`config.mk`:
```
export PLATFORM = sky130hd
export DESIGN_NAME = stack_arbiter
export DESIGN_NICKNAME = d
export VERILOG_FILES = /design/src/rtl/stack_arb_pkg.sv /design/src/rtl/rr_arbiter2.sv /design/src/rtl/stack_arbiter.sv
export SDC_FILE = /design/constraint.sdc
export NUM_CORES = 1
export LEC_CHECK = 0
export ABC_AREA = 1
export ABC_CLOCK_PERIOD_IN_PS = 1510
export CAP_MARGIN = 15
export CORE_ASPECT_RATIO = 0.8
export CORE_MARGIN = 4
export CORE_UTILIZATION = 30
export CTS_CLUSTER_DIAMETER = 30
export CTS_CLUSTER_SIZE = 24
export DETAILED_ROUTE_END_ITERATION = 8
export PLACE_DENSITY = 0.67
export SLEW_MARGIN = 15
export SYNTH_ARGS = -nofsm -noshare
export SYNTH_HDL_FRONTEND = slang
export SYNTH_HIERARCHICAL = 1
export SYNTH_SLANG_ARGS = --single-unit
```
`constraint.sdc`:
```
create_clock -name clk -period 1.51 [get_ports clk]
set_input_delay 0.2265 -clock clk [delete_from_list [all_inputs] [get_ports clk]]
set_output_delay 0.2265 -clock clk [all_outputs]
set_load 0.02 [all_outputs]
```
`src/rtl/stack_arb_pkg.sv`:
```
// Shared encodings for the two-requester stack arbiter.
// Holds op codes, response status codes, stack command codes and FSM states.
// STACK_ARB_PEEK_EN adds the RESTORE state used to put a peeked word back.
package stack_arb_pkg;

   // Requester operation codes
   typedef enum logic [1:0] {
      OP_UNDEF = 2'b00,
      OP_PUSH  = 2'b01,
      OP_POP   = 2'b10,
      OP_PEEK  = 2'b11
   } op_e;

   // Response status returned alongside ack
   typedef enum logic [1:0] {
      ERR_OK        = 2'b00,
      ERR_OVERFLOW  = 2'b01,
      ERR_UNDERFLOW = 2'b10,
      ERR_UNDEFINED = 2'b11
   } err_e;

   // Command presented to the stack memory
   typedef enum logic [1:0] {
      MEM_NOP  = 2'b00,
      MEM_PUSH = 2'b01,
      MEM_POP  = 2'b10
   } mem_e;

   // Arbiter FSM; RESTORE only exists when peek support is built in
   typedef enum logic [1:0] {
      ST_IDLE    = 2'd0,
      ST_EXEC    = 2'd1,
`ifdef STACK_ARB_PEEK_EN
      ST_RESTORE = 2'd2,
`endif
      ST_RESP    = 2'd3
   } state_e;

endpackage

```
`src/rtl/rr_arbiter2.sv`:
```
// Two-way round-robin pick with a last-granted pointer.
// Latency: pick is combinational; pointer updates on the clock edge of a grant.
// Backpressure: i_en gates the pointer update; the pick is only a suggestion until then.
// Ports: clk/rst (async active-high), i_req[1:0] requests, i_en grant strobe,
//        o_vld any request present, o_idx index of the chosen requester.
module rr_arbiter2 (
   input  logic       clk,
   input  logic       rst,
   input  logic [1:0] i_req,
   input  logic       i_en,
   output logic       o_vld,
   output logic       o_idx
);

   // Reset to 1 so requester 0 wins the first contested grant
   logic r_last;

   assign o_vld = |i_req;
   // Contested: the one not granted last. Otherwise the lone requester.
   assign o_idx = (i_req[0] && i_req[1]) ? ~r_last : i_req[1];

   always_ff @(posedge clk or posedge rst) begin
      if (rst) begin
         r_last <= 1'b1;
      end else if (i_en && o_vld) begin
         r_last <= o_idx;
      end
   end

endmodule

```
`src/rtl/stack_arbiter.sv`:
```
// Arbitrates two requesters onto one stack memory (push / pop / optional peek).
// Latency: req seen in IDLE at cycle n -> ack at n+2 (n+3 for a successful peek).
// Backpressure: one operation in flight; other requests wait in place until IDLE.
// Ports: clk, rst (async active-high); req/op/wdata per requester in, ack per
//        requester out with shared rdata/err; mem_cntrl/mem_wdata drive the stack,
//        mem_rdata/mem_full/mem_empty come back from it.
// Build option: define STACK_ARB_PEEK_EN to enable op 11 as PEEK (pop then re-push).
module stack_arbiter
   import stack_arb_pkg::*;
#(
   parameter int DW = 20
) (
   input  logic          clk,
   input  logic          rst,
   input  logic          req0,
   input  logic          req1,
   input  logic [1:0]    op0,
   input  logic [1:0]    op1,
   input  logic [DW-1:0] wdata0,
   input  logic [DW-1:0] wdata1,
   output logic          ack0,
   output logic          ack1,
   output logic [DW-1:0] rdata,
   output logic [1:0]    err,
   output logic [1:0]    mem_cntrl,
   output logic [DW-1:0] mem_wdata,
   input  logic [DW-1:0] mem_rdata,
   input  logic          mem_full,
   input  logic          mem_empty
);

   state_e        r_state;
   state_e        w_state_nxt;
   logic          r_gnt;
   logic [1:0]    r_op;
   logic [DW-1:0] r_wdata;
   logic [DW-1:0] r_rdata;
   logic [1:0]    r_err;

   logic          w_gnt_vld;
   logic          w_gnt_idx;
   logic          w_idle;
   logic [1:0]    w_mem_cntrl;
   logic [DW-1:0] w_mem_wdata;
   logic [DW-1:0] w_rdata_nxt;
   logic [1:0]    w_err_nxt;

   assign w_idle = (r_state == ST_IDLE);

   rr_arbiter2 u_rr (
      .clk   (clk),
      .rst   (rst),
      .i_req ({req1, req0}),
      .i_en  (w_idle),
      .o_vld (w_gnt_vld),
      .o_idx (w_gnt_idx)
   );

   always_comb begin
      w_state_nxt = r_state;
      w_mem_cntrl = MEM_NOP;
      w_mem_wdata = '0;
      w_rdata_nxt = '0;
      w_err_nxt   = ERR_OK;
      case (r_state)
         ST_IDLE: begin
            if (w_gnt_vld) begin
               w_state_nxt = ST_EXEC;
            end
         end
         ST_EXEC: begin
            w_state_nxt = ST_RESP;
            case (r_op)
               OP_PUSH: begin
                  if (!mem_full) begin
                     w_mem_cntrl = MEM_PUSH;
                     w_mem_wdata = r_wdata;
                  end else begin
                     w_err_nxt = ERR_OVERFLOW;
                  end
               end
               OP_POP: begin
                  if (!mem_empty) begin
                     w_mem_cntrl = MEM_POP;
                     w_rdata_nxt = mem_rdata;
                  end else begin
                     w_err_nxt = ERR_UNDERFLOW;
                  end
               end
`ifdef STACK_ARB_PEEK_EN
               OP_PEEK: begin
                  // Peek is a pop whose word is pushed back in RESTORE
                  if (!mem_empty) begin
                     w_mem_cntrl = MEM_POP;
                     w_rdata_nxt = mem_rdata;
                     w_state_nxt = ST_RESTORE;
                  end else begin
                     w_err_nxt = ERR_UNDERFLOW;
                  end
               end
`endif
               default: begin
                  w_err_nxt = ERR_UNDEFINED;
               end
            endcase
         end
`ifdef STACK_ARB_PEEK_EN
         ST_RESTORE: begin
            // Stack had at least one free slot after the pop, so no full check
            w_mem_cntrl = MEM_PUSH;
            w_mem_wdata = r_rdata;
            w_state_nxt = ST_RESP;
         end
`endif
         ST_RESP: begin
            w_state_nxt = ST_IDLE;
         end
         default: begin
            w_state_nxt = ST_IDLE;
         end
      endcase
   end

   always_ff @(posedge clk or posedge rst) begin
      if (rst) begin
         r_state <= ST_IDLE;
         r_gnt   <= 1'b0;
         r_op    <= 2'b00;
         r_wdata <= '0;
         r_rdata <= '0;
         r_err   <= ERR_OK;
      end else begin
         r_state <= w_state_nxt;
         // Op and data are frozen at grant; later requester changes are ignored
         if (w_idle && w_gnt_vld) begin
            r_gnt   <= w_gnt_idx;
            r_op    <= w_gnt_idx ? op1 : op0;
            r_wdata <= w_gnt_idx ? wdata1 : wdata0;
         end
         if (r_state == ST_EXEC) begin
            r_rdata <= w_rdata_nxt;
            r_err   <= w_err_nxt;
         end
      end
   end

   // Outputs decode from the state register so reset clears them immediately
   assign ack0      = (r_state == ST_RESP) && !r_gnt;
   assign ack1      = (r_state == ST_RESP) &&  r_gnt;
   assign rdata     = (r_state == ST_RESP) ? r_rdata : '0;
   assign err       = (r_state == ST_RESP) ? r_err : ERR_OK;
   assign mem_cntrl = w_mem_cntrl;
   assign mem_wdata = w_mem_wdata;

endmodule

```
## After elaboration in Yosys (flattened, before gate mapping)

Index checks and enable logic that the tools add are counted.

- Memories: 0
- Bits in read-only memories: 0
- Bits in writable memories: 0
- Bits in latches: 0
- Bits in registers: 48
- Input bits: 70
- Output and inout bits: 46
- Logic and storage cells: 39

- Divide/modulo/power cells: 0
- Shift-type cells: 0
- Reduce and logical (&&, ||, !) cells: 7
- $mul: 0
- Add/sub/neg operators: 0
- Equality and inequality tests: 5
- Order comparisons: 0
- Bitwise logic cells: 1
- Muxes and demuxes: 19

Operators by type and width:

| kind | number |
|---|---|
| $mux W20 | 7 |
| $mux W2 | 6 |
| $pmux W2 S2 | 3 |
| $eq A2 B1 Y1 const B | 2 |
| $eq A2 B2 Y1 const B | 2 |
| $logic_and A1 B1 Y1 | 4 |
| $mux W1 | 3 |
| $logic_not A2 Y1 | 1 |
| $ne A2 B2 Y1 const B | 1 |
| $reduce_or A2 Y1 | 1 |
| $logic_not A1 Y1 | 1 |
| $not A1 Y1 | 1 |

## Depth between registers and ports, before layout

Gate-level depths: netlist (run 1).

- Depth in word-level cells: 3
- Depth in mapped cells: 7
- Depth with buffers taken out: 6

## Hierarchy

The synthesis (run 1) kept the hierarchy.

Modules (own cells, without submodules):

| module | area each (um2) | seq. area each (um2) | cells an instance | times used |
|---|---|---|---|---|
| stack_arbiter | 2555.0 | 1176.1 | 383 | 1 |
| rr_arbiter2 | 65.1 | 26.3 | 9 | 1 |

## Worst setup path after synthesis (run 1)

OpenSTA, ideal clock, no wires.

- Path kind: register -> output
- From: register r_op[1]
- To: output port mem_cntrl[0]
- Arrival: 1.180 ns
- Data required time: 1.283 ns
- Setup slack: 0.104 ns
- Path buffers: 1
- Cell stages (with the launch flop): 6
- Cell sequence: dfrtp_1 -> inv_1 -> ha_1 -> nand3_1 -> buf_2 -> nor2_1

- Longest elaborated chain between the ends: 3
- Elaborated cells on any way between the ends: 4
- Classes of those cells: eq/ne (2); mux (2)

Ends and longest elaborated chain:

| item | line | source |
|---|---|---|
| start: declaration | stack_arbiter.sv:35 | `logic [1:0] r_op;` |
| start signal: assignment | stack_arbiter.sv:137 | `r_op <= w_gnt_idx ? op1 : op0;` |
| $eq A2 B2 Y1 or $eq A2 B1 Y1 (tied branches) | stack_arbiter.sv:73 | `case (r_op)` |
| $pmux W2 S2 (*) | stack_arbiter.sv:73 |  |
| $mux W2 (*) | stack_arbiter.sv:65 | `case (r_state)` |
| end: declaration | stack_arbiter.sv:25 | `output logic [1:0] mem_cntrl,` |

Mark *: on every way between the ends. The rest lies on a longest branch, timed or not.

## Worst setup path after layout (run 1)

- From: register r_state[1]
- To: output port mem_wdata[8]

- Longest elaborated chain between the ends: 2

Ends and longest elaborated chain:

| item | line | source |
|---|---|---|
| start: declaration | stack_arbiter.sv:32 | `state_e r_state;` |
| start signal: assignment | stack_arbiter.sv:133 | `r_state <= w_state_nxt;` |
| $eq A2 B1 Y1 | stack_arbiter.sv:65 |  |
| $mux W20 | stack_arbiter.sv:65 |  |
| end: declaration | stack_arbiter.sv:26 | `output logic [DW-1:0] mem_wdata,` |

Every way passes these cells.

==> impl_metrics.json, run 1 <==
{
  "outcome": "finished, violations left",
  "violations": "negative setup slack",
  "drt-pass1-iter-count": 4,
  "path_cells": "buf_6 > nor2_4 > nand3_4 > buf_8 > nor2_2 > buf_4",
  "muxShareOfSynthArea_pct": 0,
  "crit_arrival_ns": 1.47,
  "synth.area.top_cells": "dfrtp_1 45%, nand2_1 24%, inv_1 7.4%, nor2_1 6.6%, nand3_1 4.4%",
  "routed_wl_um": 8200,
  "clk_latency_ns": 0.29,
  "required_ns": 1.28,
  "dieWidth_um": 112,
  "core_sq_um": 8480,
  "path_max_fanout": 7,
  "p_per_area_nw_per_um2": 1440,
  "grt_max_degree": 48,
  "syn-num-nets": 465,
  "cts_made_buffers": 5,
  "rr_worst_depth": 9,
  "synth_seq_cells": 48,
  "synth-compound-area-share_pct": 4.87,
  "synth_warnings": 6,
  "clock_skew_ns": 0.00566,
  "synthSimpleGateAreaFrac_pct": 36.4,
  "vias_per_cell": 4.40,
  "cp_top_family": "buffers and inverters",
  "start_kind": "flop",
  "port_buffers": 115,
  "syn_inst": 392,
  "ios": 116,
  "r2r_start": "r_state[1]$_DFFE_PP0P_",
  "endpoint": "mem_wdata[8]",
  "antenna_found_initial": 0,
  "h-tree-depth": 2,
  "drtAntennaViolNets": 0,
  "worst-path-buf-inv": 3,
  "final-max-slew-violation-count": 0,
  "hpwl_um": 5360,
  "power.total_uw": 6460,
  "synthAdderAreaFrac_pct": 1.43,
  "crit_start": "r_state[1]$_DFFE_PP0P_",
  "final_nets": 598,
  "synth_cell_types": 21,
  "syn_avg_cell_area_sq_um": 6.68,
  "cp-end-kind": "primary output",
  "hold_ws_ns": 0.279,
  "ir_drop_mv": 0.751,
  "fin_ws_ns": -0.191,
  "seq_area_frac_synth_pct": 45.9,
  "grt_overflow": 0,
  "final_cell_mix": "167 x nand2_1, 69 x clkdlybuf4s50_1, 50 x inv_1, 46 x dfrtp_1, 41 x buf_4",
  "setup_viol": 46,
  "grt_pass1_vias": 2655,
  "critical_path_class": "flop to primary output",
  "crit_cells": 6,
  "cts_root_buffer": "clkbuf_8",
  "clock_sinks": 48,
  "dieArea_sq_um": 10300,
  "maxSlewHeadroom_pct": 76.1,
  "rows": 30,
  "drive_above_1_share_pct": 25.1,
  "maxCapViolations": 0,
  "reg2reg_setup_slack_ns": 0.10,
  "p_leak_uw": 0.00215,
  "dr_total_vias": 2805,
  "reg2reg_to": "r_wdata[7]$_DFFE_PP0P_",
  "grtUsageTotal_pct": 15.6,
  "drtIter0Drc": 145,
  "drc": 0,
  "diodes": 0,
  "area_delta_synth_final_pct": 71.4,
  "cp_slowest_stage_delay_ns": 0.41,
  "finalCritPeriodShare_pct": 113,
  "layout_commonest_cell": "nand2_1",
  "hold_class": "input pin to asynchronous set/reset pin",
  "cts_tree": "yes",
  "die_h_um": 91.6,
  "initial_utilization_pct": 30.9,
  "synthXorXnorAreaFrac_pct": 0,
  "fin_crit_ns": 1.70,
  "routedWlPerCell_um": 12.8,
  "rsz0062_at_grt": "true",
  "gp_congestion": 0.762,
  "hold_violations": 0,
  "clkTransAtPathRegs_ns": 0.08,
  "synth_top_area_share_pct": 44.9,
  "cts.path.max_buffers": 2,
  "fmax_ghz": 0.588,
  "synth_top_family_by_area": "simple AND/OR/NAND/NOR gates",
  "slowest_stage": "dfrtp_1",
  "worst_slew_pin_slew_ns": 0.358,
  "yosysTopAreaCell": "dfrtp_1",
  "grt_pass1_wl_um": 13100,
  "post_synth_instance_area_sq_um": 2620
}
-- kinds of logic (layout without fill, tap and decap cells) --
logic type	after synthesis	after routing
simple gates	242	242
buf+inv	74	208
flops	48	48
compound gates	25	25
fa+ha+maj	3	3
-- worst min path at each step --
| stage | from | to | cells after the start |
|---|---|---|---|
| 2_1_floorplan | rst | u_rr/r_last$_DFFE_PP1P_ | 1 |
| 3_3_place_gp | r_wdata[18]$_DFFE_PP0P_ | r_wdata[18]$_DFFE_PP0P_ | 2 |
| 3_5_place_dp | r_wdata[8]$_DFFE_PP0P_ | r_wdata[8]$_DFFE_PP0P_ | 2 |
| 4_1_cts | rst | u_rr/r_last$_DFFE_PP1P_ | 2 |
| 5_1_grt | rst | u_rr/r_last$_DFFE_PP1P_ | 2 |
| 6_report | rst | u_rr/r_last$_DFFE_PP1P_ | 2 |
-- registers in the layout (all words and copies together) (netlist names) --
register	flops
r_op	2
r_gnt	1
u_rr/r_last	1
r_rdata	20
r_err	2
r_state	2
r_wdata	20
-- timing repair --
item / in CTS / in global routing
hold endpoints to repair: 0 / 0
gates cloned: 3 / 1
resized for setup: 274 / 56
buffers inserted: 2 / 1
pin swaps: 2 / 2
setup endpoints to repair: 46 / 46
hold buffers: 0 / 0
-- final cells by class --
class / instances / area, sq um
fill: 847 / 3990
tap: 112 / 140
clock buffer: 8 / 90.1
sequential: 48 / 1200
multi-input combinational: 270 / 1360
timing repair buffer: 146 / 1490
inverter: 54 / 205
-- per-layer routing --
| metal | part of all wire (%) | track usage, % |
|---|---|---|
| met3 | 6.4 | 4.26 |
| met4 | 0.71 | 3.30 |
| met5 | 0 | 0 |
| met1 | 44 | 20.6 |
| met2 | 49 | 25.5 |
-- per-stage QoR --
stage               std cells  utilization, %  instance area (sq um)  setup TNS [ns]  setup slack, ns
floorplan                 392               -                   2620               0            0.104
global placement          623            47.7                   4050          -13.99           -0.438
detailed placement        623            47.7                   4050          -15.05           -0.484
CTS                       636            50.1                   4250           -3.37           -0.163
global route              638            52.9                   4490           -9.52           -0.285
finish                    638            52.9                   4490           -6.55           -0.191
-- power breakdown --
group	internal (uW)	total [uW]	switching, uW	leakage [uW]
registers	1800	2100	302	0.000620
logic	1570	3590	2020	0.00148
clock network	374	769	395	0.0000455
-- Yosys cell counts (all sizes together) --
cell type and number:
a21boi 1, dfrtp 47, nor2 48, ha 3, buf 13, inv 54, or2 1, clkbuf 7
dfstp 1, nand4 1, nand3 23, o21ai 23, a21oi 1, nand2 169
(Power assumes the default switching activity.)
==> inputs of run 2 (changes only) <==
--- a/config.mk
+++ b/config.mk
@@ -14,9 +14,9 @@
 export CTS_CLUSTER_DIAMETER = 30
 export CTS_CLUSTER_SIZE = 24
 export DETAILED_ROUTE_END_ITERATION = 8
-export PLACE_DENSITY = 0.67
 export SLEW_MARGIN = 15
 export SYNTH_ARGS = -nofsm -noshare
 export SYNTH_HDL_FRONTEND = slang
 export SYNTH_HIERARCHICAL = 1
 export SYNTH_SLANG_ARGS = --single-unit
+export TNS_END_PERCENT = 50
==> run 2 against run 1 <==
The flow still finishes with violations (negative setup slack). Total power fell by 8.6%. Register-to-register slack improved by 0.10 ns. Cell count did not move. Wire length fell by 6.8%. Sequential power barely moved. Critical endpoint is now mem_wdata[1].
==> impl_metrics.json, run 2 (same netlist as run 1, synthesis figures left out) <==
{
  "outcome": "finished, violations left",
  "violations": "negative setup slack",
  "initial_utilization_pct": 30.9,
  "final_cell_mix": "167 x nand2_1, 69 x clkdlybuf4s50_1, 69 x buf_4, 50 x inv_1, 46 x dfrtp_1",
  "vias_per_cell": 4.29,
  "clk_latency_ns": 0.30,
  "cts.path.max_buffers": 2,
  "drc": 0,
  "reg2reg_to": "r_rdata[15]$_DFFE_PP0P_",
  "cp_slowest_stage_delay_ns": 0.39,
  "path_max_fanout": 21,
  "h-tree-depth": 2,
  "area_delta_synth_final_pct": 59.6,
  "hold_class": "input pin to asynchronous set/reset pin",
  "cts_made_buffers": 5,
  "fin_crit_ns": 1.69,
  "combPwrFrac_pct": 52.1,
  "clock_skew_ns": 0.0121,
  "hold_buffers": 0,
  "reg2reg_setup_slack_ns": 0.20,
  "crit_path_frequent_cell": "buf_4",
  "internal-power_uw": 3520,
  "path_cells": "buf_4 > nor2_4 > nand3_2 > buf_12 > nor2_1 > buf_4",
  "final-max-slew-violation-count": 0,
  "core_sq_um": 8480,
  "ios": 116,
  "gp_congestion": 0.793,
  "grt_max_degree": 43,
  "routed_wl_um": 7640,
  "register_area_sq_um": 1200,
  "multi_input_area_sq_um": 1180,
  "finalCritPeriodShare_pct": 112,
  "final_nets": 598,
  "drtAntennaViolNets": 0,
  "start_kind": "flop",
  "crit_start": "r_state[1]$_DFFE_PP0P_",
  "ir_drop_mv": 0.597,
  "rr_worst_depth": 6,
  "drt-pass1-iter-count": 4,
  "dieWidth_um": 112,
  "port_buffers": 115,
  "cts_root_buffer": "clkbuf_8",
  "cp_top_family": "buffers and inverters",
  "place_ws_ns": -0.435,
  "p_leak_uw": 0.00211,
  "hold_violations": 0,
  "worst_slew_pin_slew_ns": 0.352,
  "routedWlPerCell_um": 12.0,
  "grtUsageTotal_pct": 15.2,
  "maxSlewHeadroom_pct": 76.5,
  "swShare_pct": 40.5,
  "rsz0062_at_grt": "true",
  "crit_cells": 6,
  "antenna_found_initial": 0,
  "rows": 30,
  "netSwitchingPower_uw": 2390,
  "hpwl_um": 5530,
  "dr_total_vias": 2739,
  "fin_area_sq_um": 4180,
  "r2r_start": "r_op[0]$_DFFE_PP0P_",
  "diodes": 0,
  "required_ns": 1.28,
  "worst-path-buf-inv": 3,
  "n_fill_cell": 858,
  "grt_overflow": 0,
  "setup_viol": 34,
  "grt_pass1_vias": 2695,
  "maxCapViolations": 0,
  "dieArea_sq_um": 10300,
  "endpoint": "mem_wdata[1]",
  "placed_area_sq_um": 4090,
  "power_frac_seq_pct": 35.4,
  "fin_ws_ns": -0.183,
  "crit_arrival_ns": 1.47,
  "die_h_um": 91.6,
  "layout_commonest_cell": "nand2_1",
  "p_per_area_nw_per_um2": 1410,
  "slowest_stage": "dfrtp_1",
  "cp-end-kind": "primary output",
  "critical_path_class": "flop to primary output",
  "drtIter0Drc": 148,
  "clkTransAtPathRegs_ns": 0.09,
  "tns_ns": -3.37,
  "power.share.clock_pct": 12.5,
  "cts_tree": "yes",
  "grt_pass1_wl_um": 12800,
  "reg_top3": "r_rdata x20, r_wdata x20",
  "drive_above_1_share_pct": 20.2,
  "fmax_ghz": 0.591,
  "clock_sinks": 48
}
==> run 2: cell count changes in the layout (fill, tap and decap cells not counted), sizes merged <==
| cell | change |
|---|---|
| clkbuf | -1 |
| clkinv | +1 |
==> run 2: power groups by stage <==
stage	Sequential, uW	Clock (uW)	Combinational, uW
6_report	2090	735	3080
4_1_cts	2080	762	3010
5_1_grt	2160	823	3480
3_3_place_gp	2090	0	2840
2_1_floorplan	2040	0	1660
3_5_place_dp	2090	0	2870
==> run 2: timing repair <==
action | 4_1_cts | 5_1_grt
gates resized for setup | 231 | 19
gates cloned | 1 | 1
pin swaps | 0 | 1
endpoints found under the setup margin | 46 | 46
buffers inserted | 1 | 1
==> run 2: worst min-delay path by stage <==
stage | start | end | slack, ns | cells past startpoint
6_report | rst | u_rr/r_last$_DFFE_PP1P_ | 0.26 | 2
5_1_grt | rst | u_rr/r_last$_DFFE_PP1P_ | 0.27 | 2
4_1_cts | rst | u_rr/r_last$_DFFE_PP1P_ | 0.26 | 2
3_5_place_dp | r_wdata[19]$_DFFE_PP0P_ | r_wdata[19]$_DFFE_PP0P_ | 0.47 | 2
3_3_place_gp | r_wdata[17]$_DFFE_PP0P_ | r_wdata[17]$_DFFE_PP0P_ | 0.46 | 2
2_1_floorplan | rst | u_rr/r_last$_DFFE_PP1P_ | 0.12 | 1
==> run 2: layout make-up <==
class	count	area share, %
clock inverter	1	0.120
clock buffer	7	1.82
inverter	54	4.85
multi-input combinational	270	28.3
timing repair buffer	146	32.8
sequential	48	28.8
tap	112	3.35
==> run 2: through the flow <==
step	hold slack (ns)	total power [uW]	utilization (%)	instances
4_1_cts	0.258	5850	48.4	637
6_report	0.263	5910	49.3	638
3_5_place_dp	0.467	4970	48.2	627
5_1_grt	0.273	6460	49.3	638
3_3_place_gp	0.464	4930	48.2	627
2_1_floorplan	0.116	3700	-	392
==> run 2: worst register-to-register path: stages, from the launching register on <==
cell and delay, ns:
dfrtp_2 0.45, inv_2 0.07, buf_4 0.09, ha_1 0.18, buf_12 0.17, nand3_1 0.09, o21ai_0 0.18
==> run 2: metal layers <==
| layer | global-route usage (%) | vias up | part of all wire, % |
|---|---|---|---|
| met4 | 3.80 | 0 | 0.97 |
| met5 | 0 | - | 0 |
| met3 | 5.13 | 8 | 10 |
| met1 | 20.8 | 1197 | 46 |
| li1 | - | 1428 | - |
| met2 | 22.9 | 106 | 43 |
